$ cat src/rtl/jump_trajectory_pkg.sv
// Shared types and constants for the jump trajectory engine.
package jump_trajectory_pkg;

  typedef enum logic [1:0] {
    IDLE   = 2'd0,
    FLIGHT = 2'd1,
    JUDGE  = 2'd2,
    DEAD   = 2'd3
  } state_t;

  localparam int unsigned SCREEN_MAX      = 1023;
  localparam int unsigned DEF_STEP_PX     = 4;
  localparam int unsigned DEF_FRAMES_LOG2 = 4;
  localparam int unsigned DEF_PEAK        = 32;

endpackage

$ cat src/rtl/jump_trajectory.sv
// Bottle flight: launches on button release, steps a parabolic arc once per
// frame, then judges the landing against the target window and keeps score.
module jump_trajectory
  import jump_trajectory_pkg::*;
#(
  parameter int unsigned STEP_PX     = DEF_STEP_PX,
  parameter int unsigned FRAMES_LOG2 = DEF_FRAMES_LOG2,
  parameter int unsigned PEAK        = DEF_PEAK
) (
  input  logic       clk,
  input  logic       rst,
  input  logic [7:0] jump_dist,
  input  logic       end_of_jump,
  input  logic       frame_tick,
  input  logic [9:0] start_x,
  input  logic [9:0] target_lo,
  input  logic [9:0] target_hi,
  output logic [9:0] pos_x,
  output logic [7:0] pos_y_off,
  output logic       busy,
  output logic       land_valid,
  output logic       land_ok,
  output logic [7:0] score,
  output logic       game_over
);

  localparam int unsigned FW     = FRAMES_LOG2 + 1;
  localparam int unsigned N      = 1 << FRAMES_LOG2;
  localparam int unsigned CH_W   = 8 + 16;
  localparam int unsigned PROD_W = 10 + FW;
  localparam int unsigned SUM_W  = 11;
  localparam int unsigned Y_W    = 8 + 2 * FW;
  localparam int unsigned Y_SH   = 2 * FRAMES_LOG2 - 2;

  state_t            state;
  logic [FW-1:0]     f;
  logic [9:0]        total;
  logic [9:0]        x0;

  logic [CH_W-1:0]   launch_prod;
  logic [9:0]        launch_total;
  logic [FW-1:0]     f_next;
  logic [PROD_W-1:0] x_prod;
  logic [SUM_W-1:0]  x_sum;
  logic [9:0]        x_next;
  logic [Y_W-1:0]    y_prod;
  logic [7:0]        y_next;
  logic              hit_next;

  // Position for the next frame, evaluated from f+1 so the register update
  // and the counter advance land on the same edge.
  always_comb begin
    launch_prod  = CH_W'(jump_dist) * CH_W'(STEP_PX);
    launch_total = (launch_prod > CH_W'(SCREEN_MAX)) ? 10'(SCREEN_MAX) : 10'(launch_prod);
    f_next       = f + FW'(1);
    x_prod       = PROD_W'(total) * PROD_W'(f_next);
    x_sum        = SUM_W'(x0) + SUM_W'(x_prod >> FRAMES_LOG2);
    x_next       = (x_sum > SUM_W'(SCREEN_MAX)) ? 10'(SCREEN_MAX) : 10'(x_sum);
    y_prod       = Y_W'(PEAK) * Y_W'(f_next) * Y_W'(FW'(N) - f_next);
    y_next       = 8'(y_prod >> Y_SH);
    hit_next     = (target_lo <= x_next) && (x_next <= target_hi);
  end

  // Judgement is computed on the final frame edge so land_valid and land_ok
  // are both presented during the single JUDGE cycle.
  always_ff @(posedge clk) begin
    if (rst) begin
      state      <= IDLE;
      f          <= '0;
      total      <= '0;
      x0         <= '0;
      pos_x      <= '0;
      pos_y_off  <= '0;
      busy       <= 1'b0;
      land_valid <= 1'b0;
      land_ok    <= 1'b0;
      score      <= '0;
      game_over  <= 1'b0;
    end else begin
      land_valid <= 1'b0;
      case (state)
        IDLE: begin
          if (end_of_jump && (jump_dist != 8'd0)) begin
            total     <= launch_total;
            x0        <= start_x;
            pos_x     <= start_x;
            pos_y_off <= '0;
            f         <= '0;
            busy      <= 1'b1;
            state     <= FLIGHT;
          end
        end
        FLIGHT: begin
          if (frame_tick) begin
            f         <= f_next;
            pos_x     <= x_next;
            pos_y_off <= y_next;
            if (f_next == FW'(N)) begin
              land_valid <= 1'b1;
              land_ok    <= hit_next;
              state      <= JUDGE;
              if (hit_next) begin
                if (score != 8'd255) score <= score + 8'd1;
              end else begin
                game_over <= 1'b1;
              end
            end
          end
        end
        JUDGE: begin
          busy  <= 1'b0;
          state <= land_ok ? IDLE : DEAD;
        end
        DEAD: begin
        end
        default: state <= IDLE;
      endcase
    end
  end

endmodule

$ cat config.mk
export PLATFORM = sky130hd
export DESIGN_NAME = jump_trajectory
export DESIGN_NICKNAME = d
export VERILOG_FILES = /design/src/rtl/jump_trajectory_pkg.sv /design/src/rtl/jump_trajectory.sv
export SDC_FILE = /design/constraint.sdc
export NUM_CORES = 1
export LEC_CHECK = 0
export BUFFER_PORTS_ARGS = -buffer_cell sky130_fd_sc_hd__buf_2
export CAP_MARGIN = 20
export CORE_MARGIN = 5
export CORE_UTILIZATION = 60
export DETAILED_ROUTE_END_ITERATION = 16
export PLACE_DENSITY = 0.89
export REMOVE_ABC_BUFFERS = 1
export SLEW_MARGIN = 20
export SYNTH_ARGS = -nofsm -noshare
export SYNTH_HDL_FRONTEND = slang
export SYNTH_SLANG_ARGS = --single-unit
$ cat constraint.sdc
create_clock -name clk -period 9.1 [get_ports clk]
set_input_delay 0.455 -clock clk [delete_from_list [all_inputs] [get_ports clk]]
set_output_delay 0.455 -clock clk [all_outputs]
set_load 0.01 [all_outputs]
Word-level counts from Yosys, hierarchy flattened. Index checks and enable logic that the tools add are counted.

Register bits: 57. Input port bits: 42. Word-level logic and storage cells: 65.

Add/sub/neg operators: 4. Multiply operators: 2. $lt $le $gt $ge: 4. Equal/unequal tests: 7. Multiplexer cells: 19. Bitwise operators: 3. Reductions and logical operators: 15.

Operators with widths (number): $mux 10 (4); $le 10x10->1 (2); $pmux 10 s2 (1); $mul 5x18->9 (1); $mux 8 (2); $pmux 8 s2 (1); $mul 10x5->15 (1); $add 10x11->11 (1); $gt 11x10->1 const B (1); $gt 10x10->1 const B (1); $mux 5 (2); $pmux 5 s2 (1); $add 8x1->8 const B (1); $mux 2 (4); $ne 8x8->1 const B (1); $reduce_and 4->1 (2); $reduce_bool 8->1 (1); $ne 2x2->1 const B (3); $pmux 2 s3 (1); $reduce_and 3->1 (2); $sub 5x5->6 const A (1); $add 5x1->5 const B (1); $eq 5x5->1 const B (1); $reduce_and 5->1 (1); other kinds (11) (17).

Logic depth before layout (Yosys ltp).
Depth in word-level cells: 9. Gate-level depth with buffers: 40.

Worst setup path before layout. Ideal clock, no wire load.

Path type: reg2reg. Start point: reg f[1]. End point: reg score[6]. Setup time: 70 ps. Data arrival time: 7883 ps. Data required time: 9030 ps. Slack: 1147 ps. Stages on the path, launching flop included: 37. Buffers on the path: 2. Period minus slack after synthesis: 7953 ps. Path through: dfxtp_1 -> ha_1 -> nand3_1 -> xor2_1 -> inv_1 -> buf_1 -> nand2_1 -> fa_1 -> fa_1 -> inv_1 -> fa_1 -> ha_1 -> a21oi_1 -> o21bai_1 -> a21oi_1 -> o21bai_1 -> a21oi_1 -> o21bai_1 -> a21oi_1 -> xnor2_1 -> ha_1 -> nand3_1 -> o31a_2 -> o31a_2 -> nor2_1 -> nor2_1 -> ha_1 -> nor2b_1 -> o21a_1 -> o21a_1 -> o311a_1 -> a21oi_1 -> o211ai_1 -> and2_1 -> clkbuf_1 -> or4_1 -> a21oi_1.

Word-level cells in the longest chain between the ends: 8. Elaborated cells on any way between the ends: 10. Those cells by class: add/sub (2); mul (1); order compare (3); eq/ne (1); mux (1); reduce/logical (2).

RTL lines: start, declared (line jump_trajectory.sv:36) `logic [FW-1:0] f;`; start signal, assigned (line jump_trajectory.sv:95) `f <= f_next;`; $add 5x1->5 (*) (line jump_trajectory.sv:55) `f_next = f + FW'(1);`; $mul 10x5->15 (line jump_trajectory.sv:56) `x_prod = PROD_W'(total) * PROD_W'(f_next);`; $add 10x11->11 (line jump_trajectory.sv:57) `x_sum = SUM_W'(x0) + SUM_W'(x_prod >> FRAMES_LOG2);`; $gt 11x10->1 (line jump_trajectory.sv:58) `x_next = (x_sum > SUM_W'(SCREEN_MAX)) ? 10'(SCREEN_MAX) : 10'(x_sum);`; $mux 10 (line jump_trajectory.sv:58); $le 10x10->1 (line jump_trajectory.sv:61) `hit_next = (target_lo <= x_next) && (x_next <= target_hi);`; $logic_and 1x1->1 (line jump_trajectory.sv:61); $reduce_and 5->1 (no source line) (*); end signal, assigned (line jump_trajectory.sv:103) `if (score != 8'd255) score <= score + 8'd1;`; end, declared (line jump_trajectory.sv:23) `output logic [7:0] score,`.

Every way passes the cells marked *; elsewhere a longest branch is shown, timed or not. A chain may end at the register's enable or synchronous reset.

Worst setup path in the final report. Same ends and word-level chain as after synthesis.

==> flow_summary.yaml <==
power:
  peakVddDrop_mv: 0.104
  leakage_power_uw: 0.00309
  powerDensity_mw_per_mm2: 144
floorplanning:
  floorplan.rows: 35
  core_region_mm2: 0.00915
  number_of_placed_i_o_pins: 72
  die_height_um: 106
  floorplan.die_area_mm2: 0.0113
  die_x_um: 106
  initial_utilization: 0.608
setup_path:
  critical_path_origin: "f[1]$_SDFFE_PP0P_"
  reg2reg_slack_ns: 0.55
  cp_data_arrival_time_ns: 8.81
  timing.critical_path.slowest_cell_delay_ns: 0.56
  regToRegStartpoint: "f[1]$_SDFFE_PP0P_"
  regToRegEndpoint: "score[6]$_SDFFE_PP0P_"
  timing.critical_path.to_type: "flip-flop"
  cp.buffers_inverters: 5
  critPathMaxFanout: 16
  path_class: "reg2reg"
  startpoint_type: "flip-flop"
  required_ns: 9.36
  r2r.worst_path.cells: 34
  largest_delay_share_family_worst_path: "adder cells"
  cp-endpoint: "score[6]$_SDFFE_PP0P_"
  critical-path-slowest-cell: "sky130_fd_sc_hd__fa_1"
  logic_depth_of_the_worst_setup_path_including_buffers: 34
logic_synthesis:
  synth_ff_type: "sky130_fd_sc_hd__dfxtp_1"
  synth-warning-count: 0
  post-synth-top-area-cell: "sky130_fd_sc_hd__dfxtp_1"
  synth_common_cells: "74 x sky130_fd_sc_hd__nor2_1, 68 x sky130_fd_sc_hd__inv_1, 67 x sky130_fd_sc_hd__ha_1"
  yosys_register_bits: 54
  yosys.cell_count.top_type: "sky130_fd_sc_hd__nor2_1"
  number_of_flops_mapped_to_enable_cells_by_yosys: 0
  async_flop_share: 0
  synth.yosys.seq_area_share: 0.194
  synthesis.area_mm2: 0.00556
  synth_cell_type_count: 68
  synthDominantCellAreaShare: 0.194
  synthesis.area_per_instance_um2: 8.28
  synth_area_leaders: "sky130_fd_sc_hd__dfxtp_1 19%, sky130_fd_sc_hd__ha_1 15%, sky130_fd_sc_hd__fa_1 12%, sky130_fd_sc_hd__nor2_1 5.0%, sky130_fd_sc_hd__inv_1 4.6%"
  synthCells: 672
global_routing:
  global_route_wire_length_before_repair_mm: 23.0
  grt_start_max_net_pins: 60
  number_of_global_route_vias_before_repair: 5072
  number_of_antenna_violations_at_the_first_check_in_global_routing: 0
  grt_util_all_layers: 0.245
  grt.overflow.total: 0
sta:
  maximum_clock_frequency_mhz: 117
  finalWorstSetupSlack_ns: 0.554
  fin_skew_ns: 0.0131
  setup-tns-final_ns: 0
  slew_headroom: 0.292
  hold_violations: 0
  fin_crit_share: 0.939
  tightest_slew_ns: 1.06
  maxSlewViolCount: 0
  setup_violating_endpoint_count_in_the_final_report: 0
  grt_setup_unrepaired: "no"
  finalCriticalPeriod_ns: 8.55
cts:
  worst_setup_hold_path_clk_slew_ns: 0.12
  cts.sinks: 54
  clk_root_buffer_cell: "sky130_fd_sc_hd__clkbuf_8"
  tritoncts_buffer_count: 5
  cts_tree: "yes"
  htree_num_levels: 2
  cts-root-to-sink-buffers: 2
  worst_skew_pair.late_latency_ns: 0.33
detailed_routing:
  routed_wl_mm: 13.4
  drt_first_pass_iters: 5
  detailedRoute.firstIterationViolations: 212
  wire_per_inst_um: 15.9
  viasPerCell: 5.94
  routed-via-count: 4987
  drt.antenna.violating_nets: 0
  drc: 0
layout:
  post_route_cells_drive_above_1_share: 0.143
  area_growth_pct: 9.25
  final_nets: 869
  diode_count: 0
placement:
  dp_slack_ns: 0.388
  finalWeightedCongestion: 0.917
  buffer_ports.inserted: 71
  dp_hpwl_mm: 10.5
run_status:
  status: "completed"
min_path:
  min_path_type: "in2reg"
job:
  number_of_maximum_capacitance_violations: 0
==> per-stage QoR <==
stage | instances | instance area, um2 | util | hold slack, ns | power [uW]
detailed placement | 831 | 5970 | 0.652 | 0.450 | 713
finish | 839 | 6080 | 0.664 | 0.369 | 877
floorplan | 647 | 5460 | - | 0.456 | 588
global route | 839 | 6080 | 0.664 | 0.390 | 937
CTS | 839 | 6060 | 0.662 | 0.374 | 869
global placement | 831 | 5970 | 0.652 | 0.437 | 695
==> worst register-to-register path, delay by kind of cell (launching register included) <==
family                   cells  cell delay, ns
AO/OA/AOI/OAI               11            2.32
XOR/XNOR                     2            0.36
adder cells (fa/ha/maj)      7            2.97
buffers and inverters        5            0.41
flip-flops                   1            0.46
AND/OR/NAND/NOR              9            1.95
==> flip-flops by register name, indices dropped and copies added (netlist names) <==
| signal | flops |
|---|---|
| total | 8 |
| land_ok | 1 |
| f | 5 |
| state | 2 |
| pos_x | 10 |
| pos_y_off | 7 |
| busy | 1 |
| land_valid | 1 |
| game_over | 1 |
| score | 8 |
| x0 | 10 |
==> where the power goes <==
| group | internal (uW) | switching, uW | total (uW) |
|---|---|---|---|
| logic | 168 | 262 | 430 |
| clock network | 57.5 | 100 | 158 |
| registers | 267 | 22.7 | 289 |
| total | 492 | 385 | 877 |
==> layout by cell type, fill, tap and decap left out, types with 14 or more instances in the layout <==
cell type,n
sky130_fd_sc_hd__buf_2,70
sky130_fd_sc_hd__nand2_1,44
sky130_fd_sc_hd__a21oi_1,48
sky130_fd_sc_hd__and2_1,26
sky130_fd_sc_hd__nand2b_1,14
sky130_fd_sc_hd__nand3_1,19
sky130_fd_sc_hd__dfxtp_1,54
sky130_fd_sc_hd__fa_1,33
sky130_fd_sc_hd__nor2b_1,16
sky130_fd_sc_hd__ha_1,67
sky130_fd_sc_hd__inv_1,67
sky130_fd_sc_hd__nor2_1,73
sky130_fd_sc_hd__xnor2_1,25
==> cell families (layout without fill, tap and decap cells) <==
kind of cell	after synthesis	in the layout	share of synthesized area
AOI/OAI and AO/OA	138	138	0.173
xor gates and xnor gates	31	31	0.0515
adders and majority gates	101	101	0.271
buffers and inverters	94	150	0.0655
DFF	54	54	0.194
muxes	16	16	0.0299
other	2	2	0.00135
and+or+nand+nor	236	236	0.213
==> routing by layer <==
metal	vias to the layer above	part of all wire	track usage
met5	-	0	0
met4	0	0.019	0.0685
met3	26	0.069	0.0358
met2	206	0.49	0.442
met1	2345	0.42	0.303
li1	2410	-	-
==> worst min path at each step <==
stage | from | end | slack (ns) | cells past startpoint
after floorplan | total[3]$_SDFFE_PP0P_ | total[3]$_SDFFE_PP0P_ | 0.46 | 2
after global placement | pos_x[7]$_SDFFE_PP0P_ | pos_x[7]$_SDFFE_PP0P_ | 0.44 | 2
after detailed placement | pos_x[7]$_SDFFE_PP0P_ | pos_x[7]$_SDFFE_PP0P_ | 0.45 | 2
after CTS | jump_dist[0] | total[2]$_SDFFE_PP0P_ | 0.37 | 3
after global routing | start_x[7] | x0[7]$_SDFFE_PP0P_ | 0.39 | 3
final | jump_dist[0] | total[2]$_SDFFE_PP0P_ | 0.37 | 3
==> area by class of cell <==
cell class	instances	area, um2
clock buffer	5	68.8
tap	111	139
timing repair buffer	73	373
fill	729	3080
sequential	54	1080
inverter	69	259
multi-input combinational	524	4130
clock inverter	3	28.8
==> repair_timing <==
item                       CTS  global route
setup endpoints to repair    0            10
setup buffers                0             0
hold buffers                 0             0
gates resized for setup      0             3
(Power assumes the default switching activity.)
